File: config.mk
export PLATFORM = sky130hd
export DESIGN_NAME = rtc_calendar_counter
export DESIGN_NICKNAME = d
export VERILOG_FILES = /design/src/rtl/rtc_calendar_counter.sv
export SDC_FILE = /design/constraint.sdc
export NUM_CORES = 1
export LEC_CHECK = 0
export ABC_AREA = 1
export BUFFER_PORTS_ARGS = -buffer_cell sky130_fd_sc_hd__buf_2
export CORE_MARGIN = 4
export CORE_UTILIZATION = 40
export DETAILED_ROUTE_END_ITERATION = 7
export PLACE_DENSITY_LB_ADDON = 0.25
export SETUP_SLACK_MARGIN = 0.1
export SYNTH_ARGS = -nofsm -noshare
export SYNTH_HDL_FRONTEND = slang
export SYNTH_SLANG_ARGS = --single-unit
File: constraint.sdc
create_clock -name clk -period 5.87 [get_ports clk]
set_clock_uncertainty 0.05 [all_clocks]
set_input_delay 0.587 -clock clk [delete_from_list [all_inputs] [get_ports clk]]
set_output_delay 0.587 -clock clk [all_outputs]
set_load 0.02 [all_outputs]
File: src/rtl/rtc_calendar_counter.sv
// Real-time clock/calendar: prescaled 1 Hz advance of binary
// sec/min/hour/day/mon/year fields with range-checked load.
module rtc_calendar_counter #(
    parameter int CLK_FREQ   = 50_000_000,
    parameter int RESET_YEAR = 2000
) (
    input  logic        clk,
    input  logic        rst,
    input  logic        en,
    input  logic        load,
    input  logic [5:0]  ld_sec,
    input  logic [5:0]  ld_min,
    input  logic [4:0]  ld_hour,
    input  logic [4:0]  ld_day,
    input  logic [3:0]  ld_mon,
    input  logic [13:0] ld_year,
    output logic [5:0]  sec,
    output logic [5:0]  min,
    output logic [4:0]  hour,
    output logic [4:0]  day,
    output logic [3:0]  mon,
    output logic [13:0] year,
    output logic        tick,
    output logic        load_err
);

    localparam int PW = (CLK_FREQ > 2) ? $clog2(CLK_FREQ) : 1;
    localparam logic [PW-1:0] PS_MAX = PW'(CLK_FREQ - 1);
    localparam logic [13:0] RST_YEAR = 14'(RESET_YEAR);

    function automatic logic leap(input logic [13:0] y);
        logic [13:0] r100;
        logic [13:0] r400;
        r100 = y % 14'd100;
        r400 = y % 14'd400;
        return ((y[1:0] == 2'd0) && (r100 != 14'd0)) || (r400 == 14'd0);
    endfunction

    function automatic logic [4:0] dim(input logic [3:0] m, input logic [13:0] y);
        case (m)
            4'd2:                   dim = leap(y) ? 5'd29 : 5'd28;
            4'd4, 4'd6, 4'd9, 4'd11: dim = 5'd30;
            default:                dim = 5'd31;
        endcase
    endfunction

    logic [PW-1:0] presc;
    logic          adv;
    logic          ld_ok;
    logic          c_sec, c_min, c_hour, c_day, c_mon;
    logic [5:0]    n_sec, n_min;
    logic [4:0]    n_hour, n_day;
    logic [3:0]    n_mon;
    logic [13:0]   n_year;

    assign adv = en && (presc == PS_MAX);

    assign ld_ok = (ld_sec <= 6'd59) && (ld_min <= 6'd59) &&
                   (ld_hour <= 5'd23) &&
                   (ld_mon >= 4'd1) && (ld_mon <= 4'd12) &&
                   (ld_day >= 5'd1) && (ld_day <= dim(ld_mon, ld_year)) &&
                   (ld_year <= 14'd9999);

    // Full ripple carry resolved combinationally so all fields move together
    assign c_sec  = (sec == 6'd59);
    assign c_min  = c_sec && (min == 6'd59);
    assign c_hour = c_min && (hour == 5'd23);
    assign c_day  = c_hour && (day == dim(mon, year));
    assign c_mon  = c_day && (mon == 4'd12);

    always_comb begin
        n_sec  = c_sec ? 6'd0 : sec + 6'd1;
        n_min  = min;
        n_hour = hour;
        n_day  = day;
        n_mon  = mon;
        n_year = year;
        if (c_sec)
            n_min = (min == 6'd59) ? 6'd0 : min + 6'd1;
        if (c_min)
            n_hour = (hour == 5'd23) ? 5'd0 : hour + 5'd1;
        if (c_hour)
            n_day = c_day ? 5'd1 : day + 5'd1;
        if (c_day)
            n_mon = c_mon ? 4'd1 : mon + 4'd1;
        if (c_mon)
            n_year = (year == 14'd9999) ? 14'd0 : year + 14'd1;
    end

    always_ff @(posedge clk) begin
        if (rst) begin
            presc    <= '0;
            sec      <= 6'd0;
            min      <= 6'd0;
            hour     <= 5'd0;
            day      <= 5'd1;
            mon      <= 4'd1;
            year     <= RST_YEAR;
            tick     <= 1'b0;
            load_err <= 1'b0;
        end else begin
            tick     <= 1'b0;
            load_err <= 1'b0;
            if (load && ld_ok) begin
                presc <= '0;
                sec   <= ld_sec;
                min   <= ld_min;
                hour  <= ld_hour;
                day   <= ld_day;
                mon   <= ld_mon;
                year  <= ld_year;
            end else begin
                if (load)
                    load_err <= 1'b1;
                if (adv) begin
                    presc <= '0;
                    sec   <= n_sec;
                    min   <= n_min;
                    hour  <= n_hour;
                    day   <= n_day;
                    mon   <= n_mon;
                    year  <= n_year;
                    tick  <= 1'b1;
                end else if (en) begin
                    presc <= presc + PW'(1);
                end
            end
        end
    end

endmodule

==> impl.org, run 1 <==
** Floorplanning
- In this run the count of I/O pins placed on the die edge is 86.
- Die span in x :: between 100 and 150 um
- Area of the die :: 17600 sq um
- Initial standard-cell utilization of the core :: between 40% and 50%
- Area of the placeable core :: 15200 sq um
- Chip Height :: roughly 130 um
- The floorplan has 45 rows.

** Timing
- The worst path in the final design needs a cycle of 5.96 ns, including I/O delays and setup.
- Final period utilization :: 102%
- RSZ-0062 raised after global routing :: true
- The number of pins with negative max-slew slack in the final report was 0.
- Setup slack on the critical path of the routed design comes to -0.0911 ns.
- Headroom to the max-slew limit came out at 8.19%.
- Derived from the worst setup path, the maximum achievable clock frequency is ~170 MHz.
- Setup violations remaining at the end of the flow were counted as 42.
- The number of endpoints with negative hold slack in the final report is 0.
- At the pin with the least slew margin, the transition time is ~1.4 ns.

** Power and ir drop
- Power spread over the standard cell area amounts to roughly 220 nW/um^2.
- Across the VDD grid, the largest voltage drop is around 0.00015 V.
- The analysis attributes to cell leakage a power of a little over 4 nW.

** Drt
- DRC violations left :: 0
- After the first detailed-routing iteration, the DRC count stood at around 530.
- The routed layout has ~7300 vias.
- In this run the remaining antenna-violating nets after routing total 0.
- The first TritonRoute pass finished after 5 iterations.
- After detailed routing, the number of vias per cell comes to a little over 5.
- The final layout contains routed wiring with a total length of 18900 um.
- After detailed routing, the average wire length per cell comes to 13.5 um.

** Logic synthesis
- The number of nets handed over by synthesis was around 1100.
- Share of async-settable or async-resettable flops after synthesis :: 0%
- The synthesized netlist occupies a cell area of approximately 6200 sq um.
- Portion of the post-synthesis area used by sequential elements :: a little over a fifth
- Counting every instance in the synthesized netlist gives roughly 1000.
- Flops & latches, synth :: ~70
- Dominant cell type by area after synthesis :: sky130_fd_sc_hd__dfxtp_1
- Of the post-synthesis cell area, the dominant cell type holds a little over a fifth.
- During synthesis, Yosys emitted a total of 0 warnings.
- Area contributors post-synth :: sky130_fd_sc_hd__dfxtp_1 22%, sky130_fd_sc_hd__nand2_1 16%, sky130_fd_sc_hd__nand3_1 8.7%, sky130_fd_sc_hd__inv_1 7.9%, sky130_fd_sc_hd__nor2_1 6.8%
- Number of enable flip-flop cells after synthesis :: 0
- Distinct cell type count of the synthesized netlist :: 51
- Most used flip-flop cell after synthesis :: sky130_fd_sc_hd__dfxtp_1
- Syn avg cell area :: between 6 and 7 sq um

** Setup path
- Critical path start-end classification :: primary input to flop
- Crit Reg-Reg Endpoint :: year[2]$_SDFFE_PP0P_
- For the worst flop-to-flop path, the logic depth is 44.
- The worst register-to-register path begins at year[12]$_SDFFE_PP0P_.
- On the critical path, the stage with the largest delay is an instance of sky130_fd_sc_hd__or2_4.
- Largest incremental delay on the critical path :: 0.25 ns
- Element type at the critical path end :: flop
- Highest fanout seen on the critical path :: 6
- Startpoint class of the critical path :: primary input
- Data required, critical path :: just over 6 ns
- Among the stages of the critical path, the cell type that occurs most often is sky130_fd_sc_hd__nand2_4.
- Data on the critical path arrives at its endpoint at a little over 6 ns.
- Minimum setup slack among reg-to-reg paths :: 0.95 ns

** Hold path
- Along the worst hold path, the cell count comes to 2.
- The worst hold path belongs to the class flop to flop.
- The worst hold path terminates at presc[25]$_SDFFE_PP0P_.
- In this run the most critical hold path is launched from presc[25]$_SDFFE_PP0P_.

** Clock tree
- The H-tree generated during clock tree synthesis spans 3 levels.
- Worst-path clk slew :: roughly 0.060 ns
- Clk Latency, worst-skew pair :: roughly 0.34 ns
- CTS placed an instance of sky130_fd_sc_hd__clkbuf_16 at the clock tree root.
- Clock tree synthesis found a total of 68 sinks.
- CTS tree :: built
- Maximum buffer depth of the clock tree :: 2
- The number of clock buffers added by TritonCTS is 9.

** Finish
- The library cells used most frequently in the layout, excluding fill and tap cells, are 225 x sky130_fd_sc_hd__nand2_1, 123 x sky130_fd_sc_hd__inv_1, 94 x sky130_fd_sc_hd__nand3_1.
- At the end of the flow the core is filled with cells to 56.9%.
- Combined area of the multi-input logic cells :: a little under 5000 sq um
- The sequential cells in the finished layout cover a total of 1360 sq um.
- Share of cells above drive strength 1 :: between 30% and 40%
- Number of fill cells in the layout :: around 1500
- Net total in the final layout :: between 1000 and 1500
- Non-filler instance count after layout :: 1399
- Number of inserted diodes :: 0
- Commonest non-fill, non-tap cell in the layout :: sky130_fd_sc_hd__nand2_1
- Area growth from synthesis to final layout :: 39.1%

** Run
- Across the run, the number of max-cap violations was 0.

** Global route
- The initial antenna violation count was 0.
- The number of global-route vias before repair was roughly 6500.
- Largest net degree at the start of global routing :: 34
- Wire length of the first global-routing pass :: slightly below 30000 um
- Overflow after GRT :: 0
- All-Layer GR Usage :: roughly 20%

** Placed design
- The wire-length estimate of the detail-placed layout is around 13000 um.
- Routability congestion estimate from global placement :: between 0.8 and 0.9
- Number of input and output port buffers inserted :: 85
- Including well taps, the total number of placed cells is ~1400.

** Outcome
- The run finished, with violations left.
- The checks that failed: setup timing.
[how the worst max path moves through the flow]
stage           startpoint  depth (start not counted)  slack [ns]                   to
2_1_floorplan   ld_year[9]                         54       -0.01  sec[4]$_SDFFE_PP0P_
3_3_place_gp   ld_year[11]                         56       -0.27  sec[4]$_SDFFE_PP0P_
3_5_place_dp   ld_year[11]                         55       -0.48  sec[4]$_SDFFE_PP0P_
4_1_cts        ld_year[10]                         56        0.01  sec[4]$_SDFFE_PP0P_
5_1_grt        ld_year[12]                         54       -0.55  min[0]$_SDFFE_PP0P_
6_report       ld_year[11]                         51       -0.09  sec[4]$_SDFFE_PP0P_
[layout make-up]
class | instances | share of cell area [%]
Inverter | 151 | 6.73
Timing Repair Buffer | 179 | 14.9
Clock buffer | 9 | 2.60
Clock inverter | 6 | 0.492
Multi-Input combinational cell | 798 | 56.8
Tap cell | 188 | 2.72
Sequential cell | 68 | 15.7
[critical path: cells and delay by family]
family | cells | cell delay (ns)
xor gates and xnor gates | 2 | 0.30
AOI/OAI and AO/OA | 7 | 0.75
adders and majority gates | 1 | 0.23
buffers and inverters | 7 | 0.72
and+or+nand+nor | 34 | 3.55
[routing by layer]
| metal | wire (um) | vias to the layer above | part of all wire [%] | track usage [%] |
|---|---|---|---|---|
| li1 | - | 3744 | - | - |
| met4 | 154 | 0 | 0.82 | 4.04 |
| met1 | 8510 | 3345 | 45 | 25.7 |
| met3 | 769 | 17 | 4.1 | 3.23 |
| met5 | 0 | - | 0 | 0 |
| met2 | 9430 | 152 | 50 | 34.9 |
[logic make-up after synthesis]
kind of cell    synth area share [%]
compound gates                  11.4
xor+xnor                        4.65
fa+ha+maj                       2.62
buf+inv                         10.5
flops                           21.9
simple gates                    49.0
[synthesized netlist by cell type (all sizes together), types with 3 or more instances]
cell      n
nor2    121
nor4      9
or2       3
nand4    34
clkinv    7
a21o      4
nand3b    3
o22ai     5
clkbuf   13
nor3     27
buf       6
a21oi    28
o21ai    45
a31oi     9
o211ai    7
a22oi     3
xor2     30
ha       13
nand2   315
a22o      3
dfxtp    68
nand3   117
xnor2     3
inv     144
[sequential cells by signal, indices dropped and copies added (netlist names)]
register and cells:
hour 5, year 14, load_err 1, presc 26, tick 1, day 5, sec 6, min 6
mon 4
[power breakdown]
| part | total (W) | internal (W) | switching [W] |
|---|---|---|---|
| clock | 0.000496 | 0.000283 | 0.000213 |
| sequential | 0.000484 | 0.000472 | 0.0000126 |
| combinational | 0.000905 | 0.000383 | 0.000521 |
| total | 0.00188 | 0.00114 | 0.000747 |
[through the flow]
step | power [W] | setup slack, ns | TNS [ns] | hold slack (ns) | area, sq um
final | 0.00188 | -0.0911 | -1.29 | 0.429 | 8650
after global routing | 0.00201 | -0.550 | -29.47 | 0.430 | 8650
after CTS | 0.00174 | 0.0112 | 0 | 0.418 | 8000
after detailed placement | 0.00116 | -0.479 | -24.44 | 0.410 | 7330
after global placement | 0.00115 | -0.273 | -11.52 | 0.407 | 7330
after floorplan | 0.000940 | -0.0108 | -0.0108 | 0.395 | 6260
[timing repair]
item                                    CTS  global route
gates cloned                              3             4
endpoints found under the setup margin   64            68
hold buffers                              0             0
gates resized for setup                  74           136
pin swaps                                37            54
setup buffers                            18             6
(Power assumes the default switching activity.)
==> inputs of run 2 (changes only) <==
--- a/config.mk
+++ b/config.mk
@@ -10,7 +10,6 @@
 export CORE_MARGIN = 4
 export CORE_UTILIZATION = 40
 export DETAILED_ROUTE_END_ITERATION = 7
-export PLACE_DENSITY_LB_ADDON = 0.25
 export SETUP_SLACK_MARGIN = 0.1
 export SYNTH_ARGS = -nofsm -noshare
 export SYNTH_HDL_FRONTEND = slang
==> impl.org, run 2 (synthesized netlist as in run 1, its figures left out) <==
** Clock tree
- CTS tree :: built
- Maximum buffer depth of the clock tree :: 2
- Buffers inserted during clock tree synthesis total 9.
- Clock-pin slew was measured on the worst setup and hold paths at around 0.060 ns.
- Root Driver :: sky130_fd_sc_hd__clkbuf_16
- Quantity of hold-fixing buffers added after cts :: 0
- The clock drives slightly below 70 sinks.
- H-tree lvl count :: 3
- The later pin in the worst-skew pair is clocked with a latency of around 0.34 ns.

** Setup path
- Startpoint class of the critical path :: primary input
- Setup slack on the worst reg-to-reg path comes out at 0.97 ns.
- In this design, the stage delay of the slowest critical-path cell is ~0.28 ns.
- STA puts the critical path data arrival time at approximately 6.2 ns.
- For this design, the slowest cell found on the critical path is sky130_fd_sc_hd__ha_2.
- Top Family by Delay on Critical Path :: simple AND/OR/NAND/NOR gates
- In this run the critical register-to-register path is captured at mon[2]$_SDFFE_PP0P_.
- In this run the worst setup path begins at ld_year[13].
- The critical path contains buffers and inverters numbering 16 combined.
- The worst setup path is captured at a flop.
- Along the worst path, the maximum fanout reaches 7.
- Critical path start-end classification :: primary input to flop
- Number of cell instances on the worst register-to-register path :: 44
- Reg2Reg Launch Point :: year[12]$_SDFFE_PP0P_
- Data required, critical path :: 6.09 ns

** Drt
- The detail route stage leaves a number of antenna-violating nets equal to 0.
- In this run, the number of DRC markers left after iteration 0 of detailed routing was ~500.
- Total detailed-routing wirelength :: between 15000 and 20000 um
- In the routed layout, each cell is associated on average with a via count of a little over 5.
- The first detailed-routing pass took 5 iterations.
- DR vias :: roughly 7300
- For this run, design rule violations remaining after detail routing come to 0.
- In the final routed layout, each cell accounts on average for roughly 14 um.

** Run
- Max-cap violations in this run came to 0.

** Hold path
- Min-delay src :: load
- Hold path cells :: 3
- For hold timing, the worst endpoint is load_err$_SDFF_PP0_.
- The worst hold path belongs to the class primary input to flop.

** Floorplanning
- Chip Height :: ~130 um
- 86 I/O pins were placed.
- Die span in x :: between 100 and 150 um
- For this configuration, the core starts out at a cell density of between 40% and 50%.
- # rows :: 45
- Area of the die :: around 18000 sq um
- Area of the placeable core :: between 15000 and 20000 sq um

** Placed design
- HPWL reported at the end of detailed placement :: about 14000 um
- Once placement completed, the tool counted placed cells totaling 1351.
- Routability congestion estimate from global placement :: ~0.87
- Summing all placed instances gives a cell area of around 7300 sq um.
- Number of input and output port buffers inserted :: 85

** Finish
- Non-filler instance count after layout :: approximately 1400
- The number of antenna diodes in the final layout is 0.
- Util after Layout :: around 60%
- Area of all placed cells without fillers :: 8890 sq um
- Number of flip-flops under the largest register name :: 26
- The largest registers in the layout are presc: 26 flops, year: 14 flops.
- Largest Register :: presc
- Area growth from synthesis to final layout :: 43.0%
- Leaving out fill and tap cells, the most frequent cell in the layout is sky130_fd_sc_hd__nand2_1.
- Of the cells placed in the final design, the portion with a size suffix greater than 1 is between 30% and 40%.
- At the end of the flow, the number of nets in the layout was 1270.
- Most used cells in the layout excluding fill and tap cells :: 209 x sky130_fd_sc_hd__nand2_1, 119 x sky130_fd_sc_hd__inv_1, 93 x sky130_fd_sc_hd__nand3_1

** Power and ir drop
- For this design the static power due to leakage is around 4.1 nW.
- Across the VDD grid, the largest voltage drop is 0.000128 V.
- Power per standard cell area :: 220 nW/um^2

** Timing
- RSZ-0062 raised after global routing :: true
- Minimum clock period after layout :: roughly 6 ns
- Peak clock frequency supported by timing :: ~170 MHz
- Final period utilization :: 102%
- Measured slew at the worst slew-check pin :: about 1.3 ns
- Final hold violations :: 0
- In the post-route analysis, the smallest setup slack over all paths is -0.111 ns.
- The number of pins with negative max-slew slack in the final report is 0.
- Hold Worst Slack :: ~0.43 ns
- Setup violations remaining at the end of the flow were counted as between 50 and 60.
- Max-Slew Margin vs Limit :: ~13%

** Global route
- Wire length of the first global-routing pass :: 30600 um
- Number of antenna violations at the first check in global routing :: 0
- Entering global routing, the biggest net connects 34 pins.
- The number of global-route vias before repair came to around 6600.
- Global routing finished with a remaining overflow of 0.
- All-Layer GR Usage :: about 20%

** Outcome
- Violations in the final reports :: setup timing
- Outcome :: finished with violations
[run 2: stage by stage]
step	worst slack [ns]	power (W)	TNS, ns
finish	-0.111	0.00195	-3.63
global placement	-0.242	0.00116	-8.65
floorplan	-0.0108	0.000940	-0.0108
CTS	0.0383	0.00181	0
detailed placement	-0.420	0.00116	-19.61
global route	-0.546	0.00208	-31.93
[run 2: worst register-to-register path, delay by kind of cell, from the launching register on]
kind	cells	cell delay, ns
buf+inv	3	0.30
simple gates	40	3.84
flops	1	0.48
compound gates	1	0.14
[run 2: worst max path at each step]
stage,depth (start not counted),end
after global placement,53,year[8]$_SDFFE_PP1P_
after global routing,58,sec[4]$_SDFFE_PP0P_
after CTS,56,sec[4]$_SDFFE_PP0P_
final,55,presc[3]$_SDFFE_PP0P_
after floorplan,54,sec[4]$_SDFFE_PP0P_
after detailed placement,54,year[4]$_SDFFE_PP1P_
[run 2: layout make-up]
type                            count  area (sq um)
Clock buffer                       10           239
Clock inverter                      6          71.3
Fill cell                        1424          6310
Inverter                          151           592
Multi-Input combinational cell    798          4960
Sequential cell                    68          1360
Tap cell                          188           235
Timing Repair Buffer              185          1430
[run 2: per-layer routing]
metal / global-route usage (%) / wire [um]
met1: 28.1 / 8940
met2: 34.2 / 9640
met3: 3.42 / 709
met4: 4.62 / 219
met5: 0 / 0
[run 2: power breakdown]
part           leakage, nW  switching, W  internal, W
Combinational         3.43      0.000518     0.000394
Clock                0.145      0.000216     0.000343
Sequential           0.550     0.0000126     0.000472
Total                 4.13      0.000747      0.00121
[run 2: repair_timing]
action                     4_1_cts  5_1_grt
pin swaps                       35       52
setup endpoints to repair       54       68
resized for setup               63      184
buffers inserted                22        8
gates cloned                     4        6
==> inputs of run 3 (changes only) <==
--- a/config.mk
+++ b/config.mk
@@ -6,10 +6,12 @@
 export NUM_CORES = 1
 export LEC_CHECK = 0
 export ABC_AREA = 1
+export ABC_CLOCK_PERIOD_IN_PS = 5200
 export BUFFER_PORTS_ARGS = -buffer_cell sky130_fd_sc_hd__buf_2
 export CORE_MARGIN = 4
 export CORE_UTILIZATION = 40
 export DETAILED_ROUTE_END_ITERATION = 7
+export GPL_TIMING_DRIVEN = 0
 export SETUP_SLACK_MARGIN = 0.1
 export SYNTH_ARGS = -nofsm -noshare
 export SYNTH_HDL_FRONTEND = slang
==> constraint.sdc (replaced) <==
create_clock -name clk -period 5.2 [get_ports clk]
set_clock_uncertainty 0.05 [all_clocks]
set_input_delay 0.52 -clock clk [delete_from_list [all_inputs] [get_ports clk]]
set_output_delay 0.52 -clock clk [all_outputs]
set_load 0.02 [all_outputs]
==> impl.org, run 3 (synthesized netlist as in run 1, its figures left out) <==
** Hold path
- Min-Delay Endpoint :: load_err$_SDFF_PP0_
- The worst hold path was traced through 3 stages.
- Worst hold path class :: primary input to flop
- Min-delay src :: load

** Setup path
- In this run the worst path has a maximum fanout of 7.
- Data required, critical path :: between 5 and 6 ns
- Startpoint class of the critical path :: primary input
- Minimum setup slack among reg-to-reg paths :: about 0.29 ns
- Slowest CP cell :: sky130_fd_sc_hd__ha_4
- Reg2Reg Launch Point :: year[12]$_SDFFE_PP0P_
- Critical path start-end classification :: primary input to flop
- Arrival time at the worst endpoint :: between 6 and 7 ns
- The worst setup path is captured at a flop.
- Crit Reg-Reg Endpoint :: year[10]$_SDFFE_PP1P_
- The largest single stage delay on the critical path is between 0.2 and 0.25 ns.
- The number of cells on the worst reg-to-reg path is 46.
- Most repeated library cell on the critical path :: sky130_fd_sc_hd__nand2_4

** Global route
- The number of global-route vias before repair was between 6000 and 7000.
- Largest net degree at the start of global routing :: 13
- The initial antenna violation count came to 0.
- All-Layer GR Usage :: between 20% and 30%
- Overflow after GRT :: 0
- Wire length of the first global-routing pass :: between 30000 and 40000 um

** Finish
- For this run, the post-layout net count is roughly 1300.
- In the final layout, flip-flops and latches occupy roughly 1400 sq um.
- Number of inserted diodes :: 0
- Number of flip-flops under the largest register name :: 26
- Share of cells above drive strength 1 :: between 30% and 40%
- Summing all multi-input logic gate instances after layout gives 4860 sq um.
- The area growth from synthesis to layout is 40.2%.
- In the layout the commonest cells are 205 x sky130_fd_sc_hd__nand2_1, 122 x sky130_fd_sc_hd__inv_1, 96 x sky130_fd_sc_hd__nor2_1.
- Largest Register :: presc
- The largest registers in the layout are presc: 26 flops, year: 14 flops.
- For this run, the share of the core covered by cells in the final layout is 57.3%.
- Leaving out fill and tap cells, the most frequent cell in the layout is sky130_fd_sc_hd__nand2_1.
- The filler cells instantiated in the layout total around 1500.

** Drt
- Top routing layer used :: met4
- WL met1 :: between 9000 and 10000 um
- In the routed design, unresolved DRC markers number 0.
- Vias/cell :: 5.23
- Amount of wire on met3 after detailed routing :: a little under 900 um
- First-iteration detailed-routing DRC count :: about 430
- Dividing the detail-routed wire length by the instance count gives 14.4 um.
- The detail route stage leaves a number of antenna-violating nets equal to 0.
- For this block, the routed nets add up to about 20000 um of wire.
- Routed wire length on met2 :: around 9500 um
- The pre-antenna-repair detailed-routing pass consisted of 5 iterations.
- DR vias :: a little over 7000

** Power and ir drop
- Maximum ir drop on the vdd rail :: about 0.00028 V
- In this run the static leakage power is 4.10 nW.
- Sum of internal, switching and leakage power :: roughly 0.0023 W
- Power per standard cell area :: about 260 nW/um^2

** Clock tree
- Inserted Clock Buffers :: 9
- Maximum buffer depth of the clock tree :: 2
- CTS tree :: built
- The H-tree was split into 3 levels.
- Quantity of hold-fixing buffers added after cts :: 0
- The cell sitting at the root of the clock tree is a sky130_fd_sc_hd__clkbuf_16.
- Number of sinks driven by the clock tree :: 68
- Clock latency on the worst-skew pair, taken at its later pin, is about 0.34 ns.
- After clock tree synthesis, the clock-pin slew on the worst setup and hold paths is about 0.06 ns.

** Timing
- Setup violations remaining at the end of the flow were counted as 68.
- Number of pins with negative max-slew slack in the final report :: 0
- The worst path in the final design needs a cycle of slightly above 6 ns, including I/O delays and setup.
- Static timing analysis puts the maximum clock frequency at approximately 170 MHz.
- Final period utilization :: 116%
- Once routing completed, OpenROAD measured the worst setup slack at -0.851 ns.
- Final hold violations :: 0
- Setup repair after global routing could not meet its margin everywhere.
- At the pin with the least slew margin, the transition time is 0.766 ns.
- Headroom to the max-slew limit came out at about half.

** Outcome
- Outcome :: finished with violations
- Violations in the final reports :: setup timing

** Floorplanning
- Measured along the y axis, the die boundary spans ~130 um.
- Area of the placeable core :: approximately 15000 sq um
- # rows :: 45
- Initial standard-cell utilization of the core :: roughly two fifths
- The die covers about 18000 sq um.
- Number of I/O pins :: 86
- In this run the horizontal extent of the chip is 133 um.

** Placed design
- Number of input and output port buffers inserted :: 84
- Routability-driven placement finished with a final weighted congestion of 0.860.
- HPWL reported at the end of detailed placement :: about 14000 um

** Run
- Max-cap violation count :: 0
## run 3: changes by cell type in the layout (fill, tap and decap cells not counted), moves of 4 or more
| cell | change |
|---|---|
| sky130_fd_sc_hd__nor2_4 | -15 |
| sky130_fd_sc_hd__a21oi_2 | -4 |
| sky130_fd_sc_hd__nand2_1 | -4 |
| sky130_fd_sc_hd__buf_4 | -23 |
| sky130_fd_sc_hd__nor2_1 | +11 |
| sky130_fd_sc_hd__o21ai_0 | +5 |
| sky130_fd_sc_hd__nand2_4 | +8 |
| sky130_fd_sc_hd__nor2_2 | +4 |
## run 3: worst max-delay path: cells and delay by family
family | cells | cell delay (ns)
and+or+nand+nor | 39 | 3.65
adders and majority gates | 1 | 0.22
xor gates and xnor gates | 2 | 0.31
AOI/OAI and AO/OA | 5 | 0.70
buffers and inverters | 7 | 0.82
## run 3: power by group
group	internal (W)	total (W)	switching [W]
clock	0.000481	0.000722	0.000241
combinational	0.000403	0.00101	0.000606
sequential	0.000532	0.000546	0.0000141
## run 3: through the flow
| stage | setup WS, ns | instance area, sq um | instances | hold WS [ns] | TNS, ns |
|---|---|---|---|---|---|
| after floorplan | -0.574 | 6360 | 1034 | 0.395 | -24.31 |
| after global placement | -1.70 | 7010 | 1306 | 0.410 | -98.40 |
| after detailed placement | -1.71 | 7010 | 1306 | 0.410 | -99.78 |
| after CTS | -0.726 | 8130 | 1369 | 0.367 | -43.33 |
| after global routing | -1.29 | 8720 | 1390 | 0.404 | -79.85 |
| final | -0.851 | 8720 | 1390 | 0.384 | -51.03 |
## run 3: routing by layer
metal / global-route usage [%] / vias to the layer above
met5: 0 / -
met4: 3.98 / 0
met3: 3.57 / 32
met2: 35.8 / 189
met1: 28.3 / 3334
li1: - / 3709
## run 3: repair_timing
action	CTS	global route
setup endpoints to repair	68	68
setup buffers	43	19
pin swaps	49	63
gates cloned	4	3
gates resized for setup	100	108
## run 3: worst max-delay path by stage
| stage | startpoint | end | cells after the start |
|---|---|---|---|
| final | ld_year[9] | min[1]$_SDFFE_PP0P_ | 54 |
| after global routing | ld_year[10] | sec[4]$_SDFFE_PP0P_ | 57 |
| after CTS | ld_year[9] | sec[4]$_SDFFE_PP0P_ | 55 |
| after detailed placement | ld_year[9] | mon[0]$_SDFFE_PP1P_ | 55 |
| after global placement | ld_year[9] | mon[0]$_SDFFE_PP1P_ | 55 |
| after floorplan | ld_year[9] | sec[4]$_SDFFE_PP0P_ | 54 |
## run 3: layout make-up
cell class | count | share of cell area (%)
plain buffers | 19 | 2.63
clock buffers | 10 | 2.74
clock inverters | 6 | 1.28
inverters | 151 | 6.77
multi-input cells | 796 | 55.7
flip-flops and latches | 68 | 15.6
well taps | 188 | 2.70
repair buffers | 152 | 12.6
